--- src/rtl/lpf_decimator.sv ---
// rtl/lpf_decimator.sv - fill-discard, decimate, round/shift/saturate, FWFT output FIFO
module lpf_decimator #(
    parameter int DECIM = 8,
    parameter int SHIFT = 12,
    parameter int FILL  = 31,
    parameter int DEPTH = 8
) (
    input  logic        clock,
    input  logic        rst,
    input  logic        in_en,
    input  logic [31:0] in_real,
    input  logic [31:0] in_imag,
    output logic [15:0] out_real,
    output logic [15:0] out_imag,
    output logic        out_valid,
    input  logic        out_ready,
    output logic        fill_done,
    output logic        overflow
);

    localparam int FW = (FILL > 1) ? $clog2(FILL) : 1;
    localparam int DW = $clog2(DECIM);
    localparam int AW = $clog2(DEPTH);
    localparam int CW = AW + 1;
    localparam logic signed [32:0] RND = 33'sd1 <<< (SHIFT - 1);

    typedef enum logic {S_FILL, S_RUN} state_t;

    state_t        state_q;
    logic [FW-1:0] fill_cnt_q;
    logic [DW-1:0] dec_cnt_q;
    logic          fill_done_q;

    always_ff @(posedge clock) begin
        if (rst) begin
            state_q     <= S_FILL;
            fill_cnt_q  <= '0;
            dec_cnt_q   <= '0;
            fill_done_q <= 1'b0;
        end else if (in_en) begin
            case (state_q)
                S_FILL: begin
                    if (fill_cnt_q == FW'(FILL - 1)) begin
                        state_q     <= S_RUN;
                        fill_done_q <= 1'b1;
                    end else begin
                        fill_cnt_q <= fill_cnt_q + FW'(1);
                    end
                end
                S_RUN: dec_cnt_q <= (dec_cnt_q == DW'(DECIM - 1)) ? '0 : dec_cnt_q + DW'(1);
                default: state_q <= S_FILL;
            endcase
        end
    end

    // Round half up in 33 bits so the bias add cannot wrap, then clamp to 16 bits.
    function automatic logic [15:0] narrow(input logic [31:0] x);
        logic signed [32:0] s;
        s = ($signed({x[31], x}) + RND) >>> SHIFT;
        if (s > 33'sd32767)
            return 16'h7fff;
        else if (s < -33'sd32768)
            return 16'h8000;
        else
            return s[15:0];
    endfunction

    logic sample_sel;
    assign sample_sel = (state_q == S_RUN) && in_en && (dec_cnt_q == DW'(DECIM - 1));

    logic [15:0]   mem_re [DEPTH];
    logic [15:0]   mem_im [DEPTH];
    logic [AW-1:0] wr_ptr_q, wr_ptr_d;
    logic [AW-1:0] rd_ptr_q, rd_ptr_d;
    logic [CW-1:0] count_q, count_d;
    logic          overflow_q, overflow_d;
    logic          pop, full, push, drop;

    assign pop  = (count_q != '0) && out_ready;
    assign full = (count_q == CW'(DEPTH));
    assign push = sample_sel && (!full || pop);
    assign drop = sample_sel && full && !pop;

    always_comb begin
        count_d    = count_q;
        wr_ptr_d   = wr_ptr_q;
        rd_ptr_d   = rd_ptr_q;
        overflow_d = overflow_q | drop;
        if (push)
            wr_ptr_d = wr_ptr_q + AW'(1);
        if (pop)
            rd_ptr_d = rd_ptr_q + AW'(1);
        if (push && !pop)
            count_d = count_q + CW'(1);
        else if (!push && pop)
            count_d = count_q - CW'(1);
    end

    always_ff @(posedge clock) begin
        if (rst) begin
            count_q    <= '0;
            wr_ptr_q   <= '0;
            rd_ptr_q   <= '0;
            overflow_q <= 1'b0;
        end else begin
            count_q    <= count_d;
            wr_ptr_q   <= wr_ptr_d;
            rd_ptr_q   <= rd_ptr_d;
            overflow_q <= overflow_d;
        end
    end

    always_ff @(posedge clock) begin
        if (!rst && push) begin
            mem_re[wr_ptr_q] <= narrow(in_real);
            mem_im[wr_ptr_q] <= narrow(in_imag);
        end
    end

    assign out_valid = (count_q != '0);
    assign out_real  = out_valid ? mem_re[rd_ptr_q] : 16'h0000;
    assign out_imag  = out_valid ? mem_im[rd_ptr_q] : 16'h0000;
    assign fill_done = fill_done_q;
    assign overflow  = overflow_q;

endmodule

--- config.mk ---
export PLATFORM = sky130hd
export DESIGN_NAME = lpf_decimator
export DESIGN_NICKNAME = d
export VERILOG_FILES = /design/src/rtl/lpf_decimator.sv
export SDC_FILE = /design/constraint.sdc
export NUM_CORES = 1
export LEC_CHECK = 0
export BUFFER_PORTS_ARGS = -buffer_cell sky130_fd_sc_hd__buf_2
export CORE_UTILIZATION = 54
export DETAILED_ROUTE_END_ITERATION = 6
export PLACE_DENSITY = 0.76
export SLEW_MARGIN = 25
export SYNTH_ARGS = -nofsm -noshare
export SYNTH_HDL_FRONTEND = slang
export SYNTH_SLANG_ARGS = --single-unit
--- constraint.sdc ---
create_clock -name clock -period 4.57 [get_ports clock]
set_input_delay 0.6855 -clock clock [delete_from_list [all_inputs] [get_ports clock]]
set_output_delay 0.6855 -clock clock [all_outputs]
set_load 0.01 [all_outputs]
==> results of run 1 <==
[critical path, stage by stage, from the launching register on]
cell and delay [ps]:
dfxtp_4 880, buf_4 400, mux4_2 570, mux2i_1 170
nor2_1 50, buf_2 150
[cells in the mapped netlist (11+ instances only)]
| cell type | count | share of area |
|---|---|---|
| nand4_1 | 14 | 0.0074 |
| nand2_1 | 23 | 0.0072 |
| dfxtp_1 | 24 | 0.040 |
| ha_1 | 11 | 0.012 |
| clkbuf_1 | 20 | 0.0063 |
| o32ai_1 | 14 | 0.010 |
| xor2_1 | 21 | 0.015 |
| nand3_1 | 15 | 0.0063 |
| edfxtp_1 | 256 | 0.65 |
| o211ai_1 | 15 | 0.0095 |
| mux2i_1 | 36 | 0.030 |
| nor2_1 | 74 | 0.023 |
| inv_1 | 14 | 0.0044 |
| xnor2_1 | 20 | 0.015 |
| mux4_2 | 64 | 0.12 |
[metal layers]
| metal | track usage | vias up |
|---|---|---|
| met5 | 0 | - |
| met2 | 0.381 | 260 |
| li1 | - | 2997 |
| met1 | 0.299 | 3357 |
| met3 | 0.0252 | 45 |
| met4 | 0.0636 | 0 |
[registers in the layout (all words and copies together) (netlist names), 3 cells and up, named ones only]
name,flops
rd_ptr_q,3
count_q,4
mem_re,128
fill_cnt_q,5
mem_im,128
dec_cnt_q,3
wr_ptr_q,3
[power groups by stage]
stage,registers (mW),logic (mW),clock network [mW]
after floorplan,2.87,0.0876,0
after global placement,2.87,0.144,0
after detailed placement,2.87,0.159,0
after CTS,2.82,0.160,2.29
after global routing,2.81,0.178,2.39
final,2.82,0.160,2.26
[cells by family after synthesis]
logic type | count (synthesis)
AOI/OAI and AO/OA | 55
xor gates and xnor gates | 41
adders and majority gates | 12
buffers and inverters | 46
DFF | 280
muxes | 101
and+or+nand+nor | 166
[how the worst min path moves through the flow]
| stage | startpoint | to |
|---|---|---|
| floorplan | dec_cnt_q[1] | dec_cnt_q[1] |
| global placement | fill_done | fill_done |
| detailed placement | fill_done | fill_done |
| CTS | fill_done | fill_done |
| global route | fill_done | fill_done |
| finish | fill_done | fill_done |
[through the flow]
step	total power, mW	setup WS, ps	hold WS (ps)	util	cell area, µm²
2_1_floorplan	2.96	218	440	-	11900
3_3_place_gp	3.01	962	441	0.597	12700
3_5_place_dp	3.03	691	462	0.597	12700
4_1_cts	5.27	1000	477	0.640	13600
5_1_grt	5.38	857	498	0.640	13600
6_report	5.24	1110	469	0.640	13600
[layout make-up]
| type | count | area share |
|---|---|---|
| flip-flops and latches | 280 | 0.600 |
| well taps | 275 | 0.0253 |
| clock buffers | 34 | 0.0537 |
| clock inverters | 16 | 0.0131 |
| repair buffers | 100 | 0.0404 |
| multi-input cells | 375 | 0.264 |
| inverters | 14 | 0.00386 |
==> results.cfg, run 1 <==
[status]
status = completed

[sta]
fin_crit_ps = 3460
finalSetupViolations = 0
slew_violations = 0
hold_viol_final = 0
maxSlewHeadroom = 0.316
setup_tns_ps = 0
worst_pin_slew_ps = 1020
fin_crit_sh = 0.757
fmax_mhz = 289
fin_skew_ps = 11.6
rsz0062_at_grt = no

[route]
top_layer = met4
wl_per_cell_um = 21.9
via_count = 6659
ant_nets = 0
wl_met1_um = 9620
via_per_inst = 6.09
route.detailed.drc = 0
met3WireLength_um = 1530
dr_wl_met2_um = 12300
firstDrtPassIters = 5
dr.first_iter.drc_count = 501
finalWirelength_um = 24000

[pwr]
p_clk_frac = 0.432
power_density_mw_per_mm2 = 384
max-vdd-ir-drop_uv = 240
leakagePower_nw = 4.60
combPwrFrac = 0.031
p_sw_mw = 1.02
p_int_mw = 4.22
power_frac_seq = 0.538
swShare = 0.194

[grt]
grt_first_pass_wirelength_um = 37400
grt_use_total = 0.221
antenna_found_initial = 0
grt_max_degree = 43
first_global_vias = 6752
grt_overflow_total = 0

[critical_path]
path_max_fanout = 42
rrSetupSlack_ps = 1600
r2r-end = count_q[3]
worstPathArrival_ps = 2770
startpoint_type = register
crit-reg2reg-launch = dec_cnt_q[0]
reg2regPathDepth = 12
cp-endpoint = out_real[14]
crit_required_ps = 3880
path_class = register to primary output
end_kind = primary output

[final_layout]
area_delta_synth_final_pct = 14.4
final_cells = 1094
fillCellCount = 1418
seq_area_mm2 = 0.00817
multi_input_area_mm2 = 0.00359
final_common_cell = edfxtp_1
diodes = 0
final_cell_mix = edfxtp_1 (256), buf_2 (80), nor2_1 (68), mux4_2 (64), mux2i_1 (36)
nets = 878
drive_above_1_share = 0.276

[placement]
hpwl_um = 14400
io_buffers = 80
dpl.cell_count = 1044
gp_congestion = 0.901

[floorplanning]
fp-row-count = 53
initial_core_util = 0.559
die_h_um = 150
die_area_mm2 = 0.0226
core_mm2 = 0.0213
die_w_um = 150
ios = 103

[yosys]
synth_top_family_by_area = multiplexers
synth_mux_area_frac = 0.152
synth_edf_count = 256
synth_simple_gate_area_frac = 0.0682
ys.flop_type = edfxtp_1
ys_async_sr_fraction = 0
synth-compound-area-share = 0.0348
synthCells = 701
syn_nets = 781
synth-adder-area-share = 0.0132
ys_warn_count = 0
ys_types = 48
postSynthAreaPerCell_um2 = 17.0
syn_area_mm2 = 0.0119
seq_area_frac_synth = 0.686
ys_seq_elements = 280
synth_xor_area_frac = 0.0302

[cts]
numCtsBuffers = 27
clk_latency_ps = 520
cts_num_sinks = 280
post_cts_resized = 0
cts_tree = yes
post_cts_buffers = 0
clkTransAtPathRegs_ps = 60
cts_hold_buf = 0
cts_max_level = 1
clk_path_buf_depth = 3
root_buffer = clkbuf_16

[min_path]
hold_path_depth = 2
hold_class = register to register

[flow_run]
maxCapViolCount = 0
Power figures use the tool's default switching activity.
==> run 2, diff against run 1 <==
==> constraint.sdc (replaced) <==
create_clock -name clock -period 3.1 [get_ports clock]
set_input_delay 0.465 -clock clock [delete_from_list [all_inputs] [get_ports clock]]
set_output_delay 0.465 -clock clock [all_outputs]
set_load 0.01 [all_outputs]
==> run 2 against run 1 <==
Wire length is 1.6% higher. Non-clock buffer count is 24 higher. Die area stayed put. Combinational power is 61% higher. Critical endpoint is now out_real[15]. Worst setup slack worse by 860 ps.
==> results.cfg, run 2 (synthesized netlist as in run 1, its figures left out) <==
[status]
status = completed

[grt]
grt_overflow_total = 0
grt_use_total = 0.226
first_global_vias = 6857
grt_max_degree = 49
grt_first_pass_wirelength_um = 37900
antenna_found_initial = 0

[sta]
worst_pin_slew_ps = 793
setup_tns_ps = 0
fin_crit_ps = 2840
rsz0062_at_grt = no
fmax_mhz = 352
finalSetupViolations = 0
maxSlewHeadroom = 0.470
fin_skew_ps = 13.9
fin_crit_sh = 0.917
hold_slack_ps = 268
hold_viol_final = 0
slew_violations = 0
setup_ws_ps = 256

[cts]
cts_num_sinks = 280
clk_path_buf_depth = 3
numCtsBuffers = 28
post_cts_buffers = 0
cts_max_level = 1
clk_latency_ps = 530
cts_hold_buf = 0
root_buffer = clkbuf_16
clkTransAtPathRegs_ps = 60
cts_tree = yes
post_cts_resized = 0

[critical_path]
reg2regPathDepth = 13
startpoint_type = register
path_buf_inv = 2
worstPathCellList = buf_12, mux4_2, mux2i_1, nor2_1, buf_2
crit_family = multiplexers
critPathMaxStageDelay_ps = 560
end_kind = primary output
cp.depth = 5
slowest_stage = mux4_2
cp-endpoint = out_real[15]
path_max_fanout = 48
crit_required_ps = 2630
crit-reg2reg-launch = dec_cnt_q[0]
worstPathArrival_ps = 2380
path_class = register to primary output
rrSetupSlack_ps = 390
r2r-end = count_q[3]

[pwr]
p_clk_frac = 0.429
max-vdd-ir-drop_uv = 428
swShare = 0.198
power_frac_seq = 0.537
p_sw_mw = 1.53
leakagePower_nw = 4.70
p_int_mw = 6.19
power_density_mw_per_mm2 = 557
combPwrFrac = 0.033

[route]
via_count = 6717
ant_nets = 0
route.detailed.drc = 0
finalWirelength_um = 24400
firstDrtPassIters = 5
wl_per_cell_um = 21.8
dr.first_iter.drc_count = 514
via_per_inst = 6.01

[floorplanning]
fp-row-count = 53
die_area_mm2 = 0.0226
die_w_um = 150
core_mm2 = 0.0213
ios = 103
initial_core_util = 0.559
die_h_um = 150

[placement]
hpwl_um = 14700
gp_congestion = 0.915
dp_slack_ps = -164
io_buffers = 80

[final_layout]
final_common_cell = edfxtp_1
diodes = 0
largest_registers = mem_im (128), mem_re (128), fill_cnt_q (5)
area_delta_synth_final_pct = 16.5
final_cell_mix = edfxtp_1 (256), buf_2 (80), nor2_1 (67), mux4_2 (64), buf_4 (40)
nets = 903
drive_above_1_share = 0.298

[flow_run]
maxCapViolCount = 0

[min_path]
hold_class = input pin to register
## run 2: worst min-delay path, stage by stage
cell	delay, ps
buf_2	130
nand3_1	80
a21oi_1	70
## run 2: per-layer routing
layer	GRT usage	share of wire	wire, µm	vias to the layer above
li1	-	-	-	3046
met1	0.311	0.43	10400	3402
met2	0.381	0.50	12200	224
met3	0.0285	0.053	1300	45
met4	0.0626	0.022	539	0
met5	0	0	0	-
## run 2: per-stage QoR
step	std cells	instance area, µm²	power, mW	utilization
finish	1118	13900	7.72	0.652
global route	1118	13900	7.94	0.652
CTS	1118	13900	7.77	0.652
detailed placement	1068	13000	4.49	0.609
global placement	1068	13000	4.47	0.608
floorplan	701	11900	4.36	-
## run 2: power by group through the flow
stage               clock [mW]  combinational [mW]  sequential [mW]
global placement             0               0.238             4.23
CTS                       3.36               0.257             4.15
detailed placement           0               0.255             4.23
global route              3.50               0.286             4.15
finish                    3.31               0.258             4.15
floorplan                    0               0.129             4.23
## run 2: area by class of cell
class / instances / area [µm²]
clock buffer: 33 / 741
clock inverter: 17 / 171
timing repair buffer: 124 / 781
inverter: 14 / 52.6
multi-input combinational: 375 / 3610
tap: 275 / 344
fill: 1443 / 7410
sequential: 280 / 8170
## run 2: worst min path at each step
stage                      start            to  slack, ps  cells after the start
finish                 out_ready      register        270                      3
global route               in_en  dec_cnt_q[1]        270                      3
CTS                        in_en  dec_cnt_q[2]        250                      3
detailed placement  dec_cnt_q[1]  dec_cnt_q[1]        460                      2
global placement    dec_cnt_q[2]  dec_cnt_q[2]        450                      2
floorplan           dec_cnt_q[1]  dec_cnt_q[1]        440                      2
==> run 3, diff against run 2 <==
--- a/config.mk
+++ b/config.mk
@@ -5,6 +5,7 @@
 export SDC_FILE = /design/constraint.sdc
 export NUM_CORES = 1
 export LEC_CHECK = 0
+export ABC_AREA = 1
 export BUFFER_PORTS_ARGS = -buffer_cell sky130_fd_sc_hd__buf_2
 export CORE_UTILIZATION = 54
 export DETAILED_ROUTE_END_ITERATION = 6
==> run 3 against run 2 <==
Die area rose by 4.0%. Area after synthesis rose by 4.1%. First-iteration DRC count rose by 13%. Wire length rose by 4.5%. Clock power fell by 6.9%. Design area rose by 1.5%. Clock skew fell by 3.6 ps. Non-clock buffer count fell by 18.
==> results.cfg, run 3 <==
[status]
status = completed

[pwr]
p_sw_mw = 3.36
p_int_mw = 7.02
power_density_mw_per_mm2 = 736
p_clk_frac = 0.297
combPwrFrac = 0.294
leakagePower_nw = 5.10
swShare = 0.324
max-vdd-ir-drop_uv = 417
power_frac_seq = 0.409

[cts]
clk_latency_ps = 520
clk_path_buf_depth = 3
post_cts_buffers = 0
cts_num_sinks = 280
post_cts_resized = 0
cts_max_level = 1
numCtsBuffers = 28
clkTransAtPathRegs_ps = 60
cts_tree = yes
cts_hold_buf = 0
root_buffer = clkbuf_16

[final_layout]
nets = 1312
final_cell_mix = edfxtp_1 (256), nor2_1 (234), o21ai_0 (172), nand2_1 (141), buf_2 (80)
diodes = 0
final_common_cell = edfxtp_1
area_delta_synth_final_pct = 13.7
largest_registers = mem_im (128), mem_re (128), fill_cnt_q (5)
drive_above_1_share = 0.152
final_cells = 1537

[floorplanning]
fp-row-count = 55
die_h_um = 153
die_w_um = 153
ios = 103
core_mm2 = 0.0226
die_area_mm2 = 0.0236
initial_core_util = 0.549

[critical_path]
end_kind = primary output
crit-reg2reg-launch = dec_cnt_q[0]
reg2regPathDepth = 16
rrSetupSlack_ps = 540
path_class = register to primary output
r2r-end = count_q[3]
crit_required_ps = 2630
path_max_fanout = 29
startpoint_type = register
worstPathArrival_ps = 2350

[yosys]
seq_area_frac_synth = 0.659
synthCells = 1152
ys_seq_elements = 280
synth_edf_count = 256
syn_nets = 1232
synth_top_cells_by_count = edfxtp_1 (256), nor2_1 (235), o21ai_0 (172)
yosys.area.top_type = edfxtp_1
ys_async_sr_fraction = 0
synth_top_area_share = 0.620
ys_types = 37
synth.most_common_cell = edfxtp_1
yosys-top-cells-area = edfxtp_1 (62%), nor2_1 (7.1%), o21ai_0 (6.9%)
ys_warn_count = 0
postSynthAreaPerCell_um2 = 10.8
syn_area_mm2 = 0.0124
ys.flop_type = edfxtp_1

[route]
via_per_inst = 5.53
wl_per_cell_um = 16.6
ant_nets = 0
route.detailed.drc = 0
dr.first_iter.drc_count = 581
via_count = 8499
finalWirelength_um = 25500
firstDrtPassIters = 5

[sta]
fin_crit_sh = 0.910
slew_violations = 0
maxSlewHeadroom = 0.613
fin_crit_ps = 2820
setup_tns_ps = 0
worst_pin_slew_ps = 580
fmax_mhz = 355
finalSetupViolations = 0
rsz0062_at_grt = no
setup_ws_ps = 280
fin_skew_ps = 10.3
hold_viol_final = 0

[placement]
gp_congestion = 0.860
dpl.cell_count = 1487
dp_slack_ps = 527
io_buffers = 80
hpwl_um = 14900

[grt]
antenna_found_initial = 0
grt_use_total = 0.218
grt_first_pass_wirelength_um = 40500
first_global_vias = 8148
grt_overflow_total = 0
grt_max_degree = 87

[min_path]
hold_path_depth = 3
hold_end = state_q
min_from = in_en
hold_class = input pin to register

[flow_run]
maxCapViolCount = 0
-- run 3: cell count changes after synthesis, moves of 10 or more --
cell / delta
a31oi_1: +31
clkbuf_1: +25
inv_1: +41
mux2i_1: -36
mux4_2: -64
nand2_1: +118
nand2_2: +10
nor2_1: +161
o211ai_1: -15
o21ai_0: +167
o22ai_1: +32
o32ai_1: -14
-- run 3: how the worst max path moves through the flow --
stage                      start  slack [ps]           end  cells past startpoint
finish                  register         280   out_real[5]                      7
detailed placement         in_en         530    count_q[3]                     15
global placement           in_en         530    count_q[3]                     15
CTS                     register         250   out_real[5]                      7
floorplan           dec_cnt_q[0]        -690  mem_im[4][0]                      8
global route            register         110   out_real[8]                      7
-- run 3: power groups by stage --
| stage | logic, mW | clock network [mW] | registers, mW |
|---|---|---|---|
| 2_1_floorplan | 1.96 | 0 | 4.30 |
| 6_report | 3.04 | 3.08 | 4.24 |
| 4_1_cts | 3.06 | 3.12 | 4.24 |
| 3_5_place_dp | 3.03 | 0 | 4.32 |
| 3_3_place_gp | 2.97 | 0 | 4.32 |
| 5_1_grt | 3.39 | 3.26 | 4.25 |
-- run 3: final cells by class --
type / instances / area [µm²]
Clock buffer: 32 / 737
Clock inverter: 18 / 111
Fill cell: 1710 / 8490
Inverter: 60 / 226
Multi-Input combinational cell: 756 / 3810
Sequential cell: 280 / 8170
Tap cell: 285 / 357
Timing Repair Buffer: 106 / 671
-- run 3: kinds of logic after synthesis --
kind of cell               after synthesis  synth area share
AOI/OAI and AO/OA                      265             0.116
xor gates and xnor gates                30            0.0212
adders and majority gates               12            0.0127
buffers and inverters                  116            0.0385
DFF                                    280             0.659
and+or+nand+nor                        449             0.153
-- run 3: worst max-delay path: stages, from the launching register on --
cell and delay (ps):
dfxtp_2 340, inv_2 430, buf_4 330, o21ai_0 130, o22ai_1 140, o21ai_0 100, a31oi_1 180, buf_2 170
-- run 3: metrics by stage --
stage	util	power [mW]	hold slack (ps)	area [µm²]
after floorplan	-	6.26	433	12400
after global placement	0.586	7.29	449	13200
after detailed placement	0.586	7.36	466	13200
after CTS	0.624	10.4	202	14100
after global routing	0.624	10.9	221	14100
final	0.624	10.4	226	14100
-- run 3: layer usage --
metal  track usage  wire length [µm]  vias to the layer above
li1              -                 -                     4204
met1         0.278             10500                     4015
met2         0.385             12900                      229
met3        0.0302              1440                       51
met4        0.0729               620                        0
met5             0                 0                        -
